==> config.mk <==
export PLATFORM = sky130hd
export DESIGN_NAME = ucode_fetch_queue_flat
export DESIGN_NICKNAME = d
export VERILOG_FILES = /design/src/rtl/ucode_fetch_queue_if.sv /design/src/rtl/ucode_fetch_queue.sv /design/src/flat_wrapper.sv
export SDC_FILE = /design/constraint.sdc
export NUM_CORES = 1
export LEC_CHECK = 0
export ABC_AREA = 1
export CORE_MARGIN = 2
export CORE_UTILIZATION = 40
export DETAILED_ROUTE_END_ITERATION = 8
export PLACE_DENSITY = 0.66
export SYNTH_ARGS = -nofsm -noshare
export SYNTH_HDL_FRONTEND = slang
export SYNTH_SLANG_ARGS = --single-unit
==> constraint.sdc <==
create_clock -name clk -period 2.9 [get_ports clk]
set_clock_uncertainty 0.05 [all_clocks]
set_input_delay 0.58 -clock clk [delete_from_list [all_inputs] [get_ports clk]]
set_output_delay 0.58 -clock clk [all_outputs]
set_load 0.01 [all_outputs]
==> src/rtl/ucode_fetch_queue_if.sv <==
// Bundle of the control, SRAM read and instruction-delivery signals of ucode_fetch_queue.
// master: the surrounding environment (controller, SRAM, consumer); slave: the fetch queue.
interface ucode_fetch_queue_if #(
  parameter int unsigned ADDR_WIDTH = 16
);
  logic                  start;
  logic                  flush;
  logic [ADDR_WIDTH-1:0] base_addr;
  logic [15:0]           length;
  logic                  sram_rd_en;
  logic [ADDR_WIDTH-1:0] sram_rd_addr;
  logic [127:0]          sram_rd_data;
  logic                  instr_valid;
  logic [127:0]          instr_data;
  logic [15:0]           instr_pc;
  logic                  instr_ready;
  logic                  busy;
  logic                  done;

  modport master (
    output start, flush, base_addr, length, sram_rd_data, instr_ready,
    input  sram_rd_en, sram_rd_addr, instr_valid, instr_data, instr_pc, busy, done
  );

  modport slave (
    input  start, flush, base_addr, length, sram_rd_data, instr_ready,
    output sram_rd_en, sram_rd_addr, instr_valid, instr_data, instr_pc, busy, done
  );
endinterface

==> src/rtl/ucode_fetch_queue.sv <==
// Microcode fetch queue: streams `length` words from SRAM into a small FIFO for the sequencer.
// Define UCODE_FETCH_END_STOP_EN to stop fetching at the first word whose low byte is 8'hFF.
module ucode_fetch_queue #(
  parameter int unsigned ADDR_WIDTH = 16,
  parameter int unsigned DEPTH      = 4
) (
  input logic                  clk,
  input logic                  rst_n,
  ucode_fetch_queue_if.slave   bus
);

  localparam int unsigned PtrW = $clog2(DEPTH);
  localparam int unsigned CntW = PtrW + 1;
  localparam int unsigned SumW = CntW + 1;

  typedef enum logic [1:0] {StIdle, StRun, StDrain} state_e;

  state_e                state_q;
  logic [ADDR_WIDTH-1:0] base_q;
  logic [15:0]           len_q;
  logic [15:0]           fetch_ptr_q;
  logic                  rd_en_q;
  logic [ADDR_WIDTH-1:0] rd_addr_q;
  logic [15:0]           rd_idx_q;
  logic                  pend_q;
  logic [15:0]           pend_idx_q;
  logic                  done_q;

  logic [CntW-1:0]       occ_q, occ_d;
  logic [PtrW-1:0]       wr_ptr_q, rd_ptr_q;
  logic [127:0]          mem_data_q [DEPTH];
  logic [15:0]           mem_pc_q   [DEPTH];

  logic                  pop, push, stop_hit, issue, pend_d, drain_done;
  logic [SumW-1:0]       credit_sum;

  assign pop  = (occ_q != '0) && bus.instr_ready;
  assign push = pend_q && !bus.flush;

`ifdef UCODE_FETCH_END_STOP_EN
  assign stop_hit = push && (bus.sram_rd_data[7:0] == 8'hFF);
`else
  assign stop_hit = 1'b0;
`endif

  always_comb begin
    // Words already owned by the queue; a pop this cycle frees a slot before the new read lands.
    credit_sum = SumW'(occ_q) + SumW'(rd_en_q) + SumW'(pend_q) - SumW'(pop);
    issue      = (state_q == StRun) && !bus.flush && !stop_hit &&
                 (fetch_ptr_q < len_q) && (credit_sum < SumW'(DEPTH));

    occ_d = occ_q;
    if (push) occ_d = occ_d + CntW'(1);
    if (pop)  occ_d = occ_d - CntW'(1);
    if (bus.flush) occ_d = '0;

    pend_d     = rd_en_q && !bus.flush && !stop_hit;
    drain_done = (state_q == StDrain) && (occ_d == '0) && !pend_d;
  end

  always_ff @(posedge clk or negedge rst_n) begin
    if (!rst_n) begin
      state_q     <= StIdle;
      base_q      <= '0;
      len_q       <= '0;
      fetch_ptr_q <= '0;
      rd_en_q     <= 1'b0;
      rd_addr_q   <= '0;
      rd_idx_q    <= '0;
      pend_q      <= 1'b0;
      pend_idx_q  <= '0;
      done_q      <= 1'b0;
    end else begin
      done_q     <= 1'b0;
      rd_en_q    <= issue;
      pend_q     <= pend_d;
      pend_idx_q <= rd_idx_q;
      if (issue) begin
        rd_addr_q   <= base_q + ADDR_WIDTH'(fetch_ptr_q);
        rd_idx_q    <= fetch_ptr_q;
        fetch_ptr_q <= fetch_ptr_q + 16'd1;
      end
      if (bus.flush) begin
        state_q <= StIdle;
      end else begin
        unique case (state_q)
          StIdle: begin
            if (bus.start) begin
              base_q      <= bus.base_addr;
              len_q       <= bus.length;
              fetch_ptr_q <= '0;
              if (bus.length == 16'd0) done_q  <= 1'b1;
              else                     state_q <= StRun;
            end
          end
          StRun: begin
            if (stop_hit || (fetch_ptr_q == len_q)) state_q <= StDrain;
          end
          StDrain: begin
            if (drain_done) begin
              done_q  <= 1'b1;
              state_q <= StIdle;
            end
          end
          default: state_q <= StIdle;
        endcase
      end
    end
  end

  always_ff @(posedge clk or negedge rst_n) begin
    if (!rst_n) begin
      occ_q    <= '0;
      wr_ptr_q <= '0;
      rd_ptr_q <= '0;
      for (int i = 0; i < DEPTH; i++) begin
        mem_data_q[i] <= '0;
        mem_pc_q[i]   <= '0;
      end
    end else if (bus.flush) begin
      occ_q    <= '0;
      wr_ptr_q <= '0;
      rd_ptr_q <= '0;
    end else begin
      occ_q <= occ_d;
      if (push) begin
        mem_data_q[wr_ptr_q] <= bus.sram_rd_data;
        mem_pc_q[wr_ptr_q]   <= pend_idx_q;
        wr_ptr_q             <= wr_ptr_q + PtrW'(1);
      end
      if (pop) rd_ptr_q <= rd_ptr_q + PtrW'(1);
    end
  end

  assign bus.sram_rd_en   = rd_en_q;
  assign bus.sram_rd_addr = rd_addr_q;
  assign bus.instr_valid  = (occ_q != '0);
  assign bus.instr_data   = mem_data_q[rd_ptr_q];
  assign bus.instr_pc     = mem_pc_q[rd_ptr_q];
  assign bus.busy         = (state_q != StIdle);
  assign bus.done         = done_q;

endmodule

==> src/flat_wrapper.sv <==
// flat-port wrapper written by rule: the top's interface ports become plain ports
module ucode_fetch_queue_flat 
#(
  parameter int unsigned ADDR_WIDTH = 16,
  parameter int unsigned DEPTH      = 4
)
  (clk, rst_n, bus_start, bus_flush, bus_base_addr, bus_length, bus_sram_rd_data, bus_instr_ready, bus_sram_rd_en, bus_sram_rd_addr, bus_instr_valid, bus_instr_data, bus_instr_pc, bus_busy, bus_done);
  ucode_fetch_queue_if #(.ADDR_WIDTH(ADDR_WIDTH)) bus_i ();
  input logic clk;
  input logic rst_n;
  input wire logic [$bits(bus_i.start)-1:0] bus_start;
  input wire logic [$bits(bus_i.flush)-1:0] bus_flush;
  input wire logic [$bits(bus_i.base_addr)-1:0] bus_base_addr;
  input wire logic [$bits(bus_i.length)-1:0] bus_length;
  input wire logic [$bits(bus_i.sram_rd_data)-1:0] bus_sram_rd_data;
  input wire logic [$bits(bus_i.instr_ready)-1:0] bus_instr_ready;
  output wire logic [$bits(bus_i.sram_rd_en)-1:0] bus_sram_rd_en;
  output wire logic [$bits(bus_i.sram_rd_addr)-1:0] bus_sram_rd_addr;
  output wire logic [$bits(bus_i.instr_valid)-1:0] bus_instr_valid;
  output wire logic [$bits(bus_i.instr_data)-1:0] bus_instr_data;
  output wire logic [$bits(bus_i.instr_pc)-1:0] bus_instr_pc;
  output wire logic [$bits(bus_i.busy)-1:0] bus_busy;
  output wire logic [$bits(bus_i.done)-1:0] bus_done;
  assign bus_i.start = bus_start;
  assign bus_i.flush = bus_flush;
  assign bus_i.base_addr = bus_base_addr;
  assign bus_i.length = bus_length;
  assign bus_i.sram_rd_data = bus_sram_rd_data;
  assign bus_i.instr_ready = bus_instr_ready;
  assign bus_sram_rd_en = bus_i.sram_rd_en;
  assign bus_sram_rd_addr = bus_i.sram_rd_addr;
  assign bus_instr_valid = bus_i.instr_valid;
  assign bus_instr_data = bus_i.instr_data;
  assign bus_instr_pc = bus_i.instr_pc;
  assign bus_busy = bus_i.busy;
  assign bus_done = bus_i.done;
  ucode_fetch_queue #(.ADDR_WIDTH(ADDR_WIDTH), .DEPTH(DEPTH)) u_core (.clk(clk), .rst_n(rst_n), .bus(bus_i));
endmodule
Word level (Yosys, flattened, before mapping):

Cells that the tools add are included.

* register bits after elaboration: 684
* logic and storage cells: 101
* input bits: 165

* $lt $le $gt $ge: 5
* add/sub/neg operators: 9
* eq/ne operators: 7
* reductions and logical operators: 21
* bitwise logic cells: 3
* muxes and demuxes: 35

Operator list (number)
* $bwmux 512: 1
* $mux 128: 3
* $bmux 128 s2: 1
* $demux 128 s2: 1
* $mux 16: 7
* $bwmux 64: 1
* $bmux 16 s2: 1
* $demux 16 s2: 1
* $mux 2: 9
* $add 16x1->16 const B: 1
* $add 16x16->16: 1
* $eq 16x16->1: 1
* $logic_not 16->1: 1
* $lt 16x16->1: 1
* $mux 3: 4
* $logic_and 1x1->1: 9
* $ne 3x3->1 const B: 3
* $ge 3x3->1 const B: 2
* $not 2->3: 2
* $pmux 2 s3: 1
* $reduce_bool 2->1: 3
* $add 2x1->2 const B: 2
* $add 3x1->4: 1
* $add 4x1->4: 1
* other kinds (18): 22

Logic depth before layout (Yosys ltp):

* depth after elaboration: 12
* depth in mapped cells: 21

Worst setup path after synthesis:

Ideal clock, no wire load.

* kind: reg-to-reg
* from: register u_core.occ_q[1]
* to: register u_core.rd_addr_q[4] (netlist: u_core.bus.sram_rd_addr[4])
* path buffers: 2
* period minus slack after synthesis: 2.413 ns
* setup time: 0.131 ns
* stages on the path, launching flop included: 21
* slack: 0.487 ns
* arrival time: 2.232 ns
* cells stage by stage: dfrtp_1 -> inv_1 -> ha_1 -> nand2_1 -> nand2_1 -> inv_1 -> nand2_1 -> nand2_1 -> ha_1 -> nand2_1 -> nand2_1 -> nand2_1 -> nand2_1 -> nand2_1 -> nand2_1 -> inv_1 -> nand3_2 -> buf_6 -> buf_2 -> nand2_1 -> o21ai_0

* longest elaborated chain between the ends: 5

Ends and longest elaborated chain
* start, declared: RTL line ucode_fetch_queue.sv:29 `logic [CntW-1:0] occ_q, occ_d;`
* start signal, assigned: RTL line ucode_fetch_queue.sv:113 `occ_q <= '0;`
* start signal, assigned: RTL line ucode_fetch_queue.sv:121 `occ_q <= '0;`
* start signal, assigned: RTL line ucode_fetch_queue.sv:125 `occ_q <= occ_d;`
* $reduce_bool 3->1
* net bus_instr_valid: RTL line flat_wrapper.sv:19 `output wire logic [$bits(bus_i.instr_valid)-1:0] bus_instr_valid;`
* $logic_and 1x1->1: RTL line ucode_fetch_queue.sv:37 `assign pop = (occ_q != '0) && bus.instr_ready;`
* $sub 4x1->4: RTL line ucode_fetch_queue.sv:48 `credit_sum = SumW'(occ_q) + SumW'(rd_en_q) + SumW'(pend_q) - SumW'(pop);`
* $lt 4x3->1: RTL line ucode_fetch_queue.sv:50 `(fetch_ptr_q < len_q) && (credit_sum < SumW'(DEPTH));`
* $logic_and 1x1->1: RTL line ucode_fetch_queue.sv:50
* end signal, assigned: RTL line ucode_fetch_queue.sv:79 `rd_addr_q <= base_q + ADDR_WIDTH'(fetch_ptr_q);`
* end, declared: RTL line ucode_fetch_queue.sv:23 `logic [ADDR_WIDTH-1:0] rd_addr_q;`

The timed path passes the listed nets, and every way through them passes these cells.
A chain may end at the register's enable or synchronous reset.

Final worst setup path:

* from: register u_core.rd_ptr_q[0]
* to: output bus_instr_data[37]

* longest elaborated chain between the ends: 4

Ends and longest elaborated chain
* start, declared: RTL line ucode_fetch_queue.sv:30 `logic [PtrW-1:0] wr_ptr_q, rd_ptr_q;`
* start signal, assigned: RTL line ucode_fetch_queue.sv:131 `if (pop) rd_ptr_q <= rd_ptr_q + PtrW'(1);`
* $not 2->3 (implied by the code): RTL line ucode_fetch_queue.sv:138 `assign bus.instr_data = mem_data_q[rd_ptr_q];`
* $bmux 128 s2: RTL line ucode_fetch_queue.sv:138
* $mux 128 (implied by the code) (2 in a row): RTL line ucode_fetch_queue.sv:138
* end, declared: RTL line flat_wrapper.sv:20 `output wire logic [$bits(bus_i.instr_data)-1:0] bus_instr_data;`

Every way passes these cells. The select of a mux whose other input is x is not followed.

==> reports/metrics.cfg <==
[outcome]
status = complete, but fails checks
violations = setup timing

[clock_tree]
numClockSinks = 684
cts.path.max_buffers = 3
cts_buffers = 77
htree_levels = 3
clk_latency_ns = 0.62
tritoncts = yes
clkTransAtPathRegs_ns = 0.06
clock-root-buffer = clkbuf_16

[die]
initial_core_util_pct = 40.49
die_w_um = 279.0
dieArea_um2 = 77820
ioPinCount = 329
fp.coreArea_um2 = 74700
die_h_um = 279.0
rows = 100

[timing]
postLayoutSetupSlackWorst_ns = -0.02232
min_period_ns = 2.922
slew_headroom_pct = 59.85
setup_violations = 6
maxSlewViolCount = 0
rsz0062_at_grt = true
fin_crit_sh_pct = 100.8
tightest_slew_ns = 0.6022
hold_violations = 0
clock.fmax_mhz = 342.2

[yosys]
yosysMostFrequentCell = o21ai_0
syn_area_um2 = 30240
ys_seq_elements = 684
synth_cell_types = 38
netlist_instances = 3558
ys_seq_area_share_pct = 56.60
synth_top_area_share_pct = 56.60
synth_top_cell_by_area = dfrtp_1
syn-num-nets = 3766
synth_area_per_cell_um2 = 8.500
synthArstFlopShare_pct = 100.0
dominantRegCellSynth = dfrtp_1
synth_edf_count = 0
netlist_top_cells_area = dfrtp_1 (57%), o21ai_0 (15%), nand2_1 (10%), nor2_1 (4.2%), o22ai_1 (3.0%)
synth_common_cells = o21ai_0 (897), nand2_1 (833), dfrtp_1 (684)
yosysWarnings = 0

[critical_path]
path_max_fanout = 8
cp_data_required_time_ns = 2.27
crit_family = buffers and inverters
crit_top_cell = buf_12
crit_path_end_kind = output pin
setup.worst_path.start = u_core.rd_ptr_q[0]
arrival_ns = 2.29
max_stage_delay_ns = 0.46
setup.worst_path.start_class = flip-flop
critPathSlowestCell = dfrtp_4
critical_path.cell_chain = buf_12 -> inv_16 -> buf_6 -> buf_12 -> buf_12 -> buf_16 -> buf_4 -> o21ai_2 -> o22ai_2 -> buf_2
crit_buf_inv = 8
r2r_start = u_core.occ_q[1]
crit_type = flip-flop to output pin

[routing]
vias = 26040
via_per_inst = 5.258
wire_per_inst_um = 18.45
drt-initial-drc-count = 2287
ant_nets = 0
first_pass_iters = 6
drc = 0
wl_um = 91380

[placement]
io_buffers = 328
hpwl_um = 51670
globalplace.congestion = 0.8359
place_inst = 4719

[grt]
track_usage_pct = 22.63
grt_pass1_vias = 25000
grt_pass1_wl_um = 140400
overflow = 0
antenna_found_initial = 4
grt_start_max_net_pins = 69

[final_layout]
drive_above_1_share_pct = 13.79
multi_input_area_um2 = 11710
final_util_pct = 52.83
fillers = 6885
final-seq-area_um2 = 17120
area_growth_pct = 30.49
finalNonFillerCells = 4952
final_nets = 4128

[power_and_ir_drop]
ir_worst_vdd_mv = 0.5715
p_total_mw = 36.16
powerDensity_nw_per_um2 = 916.3
leakage_nw = 19.11

[worst_hold_path]
hold_class = flip-flop to flip-flop
hp-start = u_core.rd_idx_q[1]

[job]
drv_cap = 0

-- timing repair --
item,in CTS,in global routing
gates resized for setup,586,169
hold buffers,1,0
pin swaps,32,43
cloned,27,14
endpoints found under the hold margin,35,0
endpoints found under the setup margin,144,110
setup buffers,39,18
-- final timing paths --
path,depth (start not counted),to,slack (ns)
min in group asynchronous,2,u_core.mem_data_q[334],0.47
max,10,bus_instr_data[37],-0.02
min reg2reg,0,u_core.pend_idx_q[1],0.33
min,0,u_core.pend_idx_q[1],0.33
max in group asynchronous,3,u_core.mem_pc_q[5],1.29
max reg2reg,20,u_core.bus.sram_rd_addr[8],0.27
-- metrics by stage --
stage	setup TNS (ns)	hold WS (ns)	setup WS (ns)	cell area [um^2]
3_3_place_gp	-0.004237	0.3137	-0.004237	35230
4_1_cts	-3.121	0.3277	-0.1363	39060
5_1_grt	-1.844	0.3401	-0.1295	39460
6_report	-0.09059	0.3266	-0.02232	39460
3_5_place_dp	-0.003398	0.3136	-0.003398	35230
2_1_floorplan	0	0.2344	0.4868	30240
-- per-layer routing --
metal  global-route usage (%)  share of wire, %  routed length, um
met1                    31.55                46              41850
met2                    36.04                46              42170
met3                    4.000               5.4               4976
met4                    6.989               2.6               2359
met5                        0             0.025                 23
-- state kept, by name, indices dropped and copies added (netlist names) --
register and cells:
u_core.base_q 16, u_core.state_q 2, u_core.mem_data_q 512, u_core.pend_idx_q 16, u_core.bus.done 1, u_core.fetch_ptr_q 16
u_core.rd_ptr_q 2, u_core.bus.sram_rd_en 1, u_core.occ_q 3, u_core.wr_ptr_q 2, u_core.mem_pc_q 64, u_core.bus.sram_rd_addr 16
u_core.rd_idx_q 16, u_core.pend_q 1, u_core.len_q 16
-- cell usage in the layout (no fill, tap or decap), drive strengths merged, types with 2 or more instances in the layout --
cell type / n
or2: 3
ha: 42
clkdlybuf4s15: 6
clkdlybuf4s50: 183
a31oi: 2
a21oi: 33
bufinv: 6
nand2: 838
clkbuf: 138
diode: 2
nand4: 7
a21o: 4
clkinv: 22
o31ai: 4
inv: 233
nor2: 341
o21bai: 3
xor2: 8
o21ai: 906
nand3: 50
dlygate4sd2: 13
buf: 286
xnor2: 9
o22ai: 144
dfrtp: 684
nor3: 7
-- cell type report --
class	count	share of cell area (%)
well taps	969	3.072
clock buffers	110	5.755
multi-input cells	2407	29.67
diodes	2	0.01268
clock inverters	30	1.056
inverters	231	2.283
repair inverters	1	0.04122
repair buffers	518	14.71
flip-flops and latches	684	43.39
-- where the power goes --
group / switching [mW] / total [mW] / internal, mW
Sequential: 0.827 / 11.8 / 11.0
Combinational: 7.98 / 14.2 / 6.21
Clock: 4.10 / 10.1 / 6.05
Total: 12.9 / 36.2 / 23.3
-- cells by family after synthesis --
logic type               share of synthesized area, %
AND/OR/NAND/NOR                                 15.96
adder cells (fa/ha/maj)                         1.804
flip-flops                                      56.60
AO/OA/AOI/OAI                                   18.92
buffers and inverters                           6.231
XOR/XNOR                                       0.4924
Note: power is estimated with default switching activity, not from simulation.
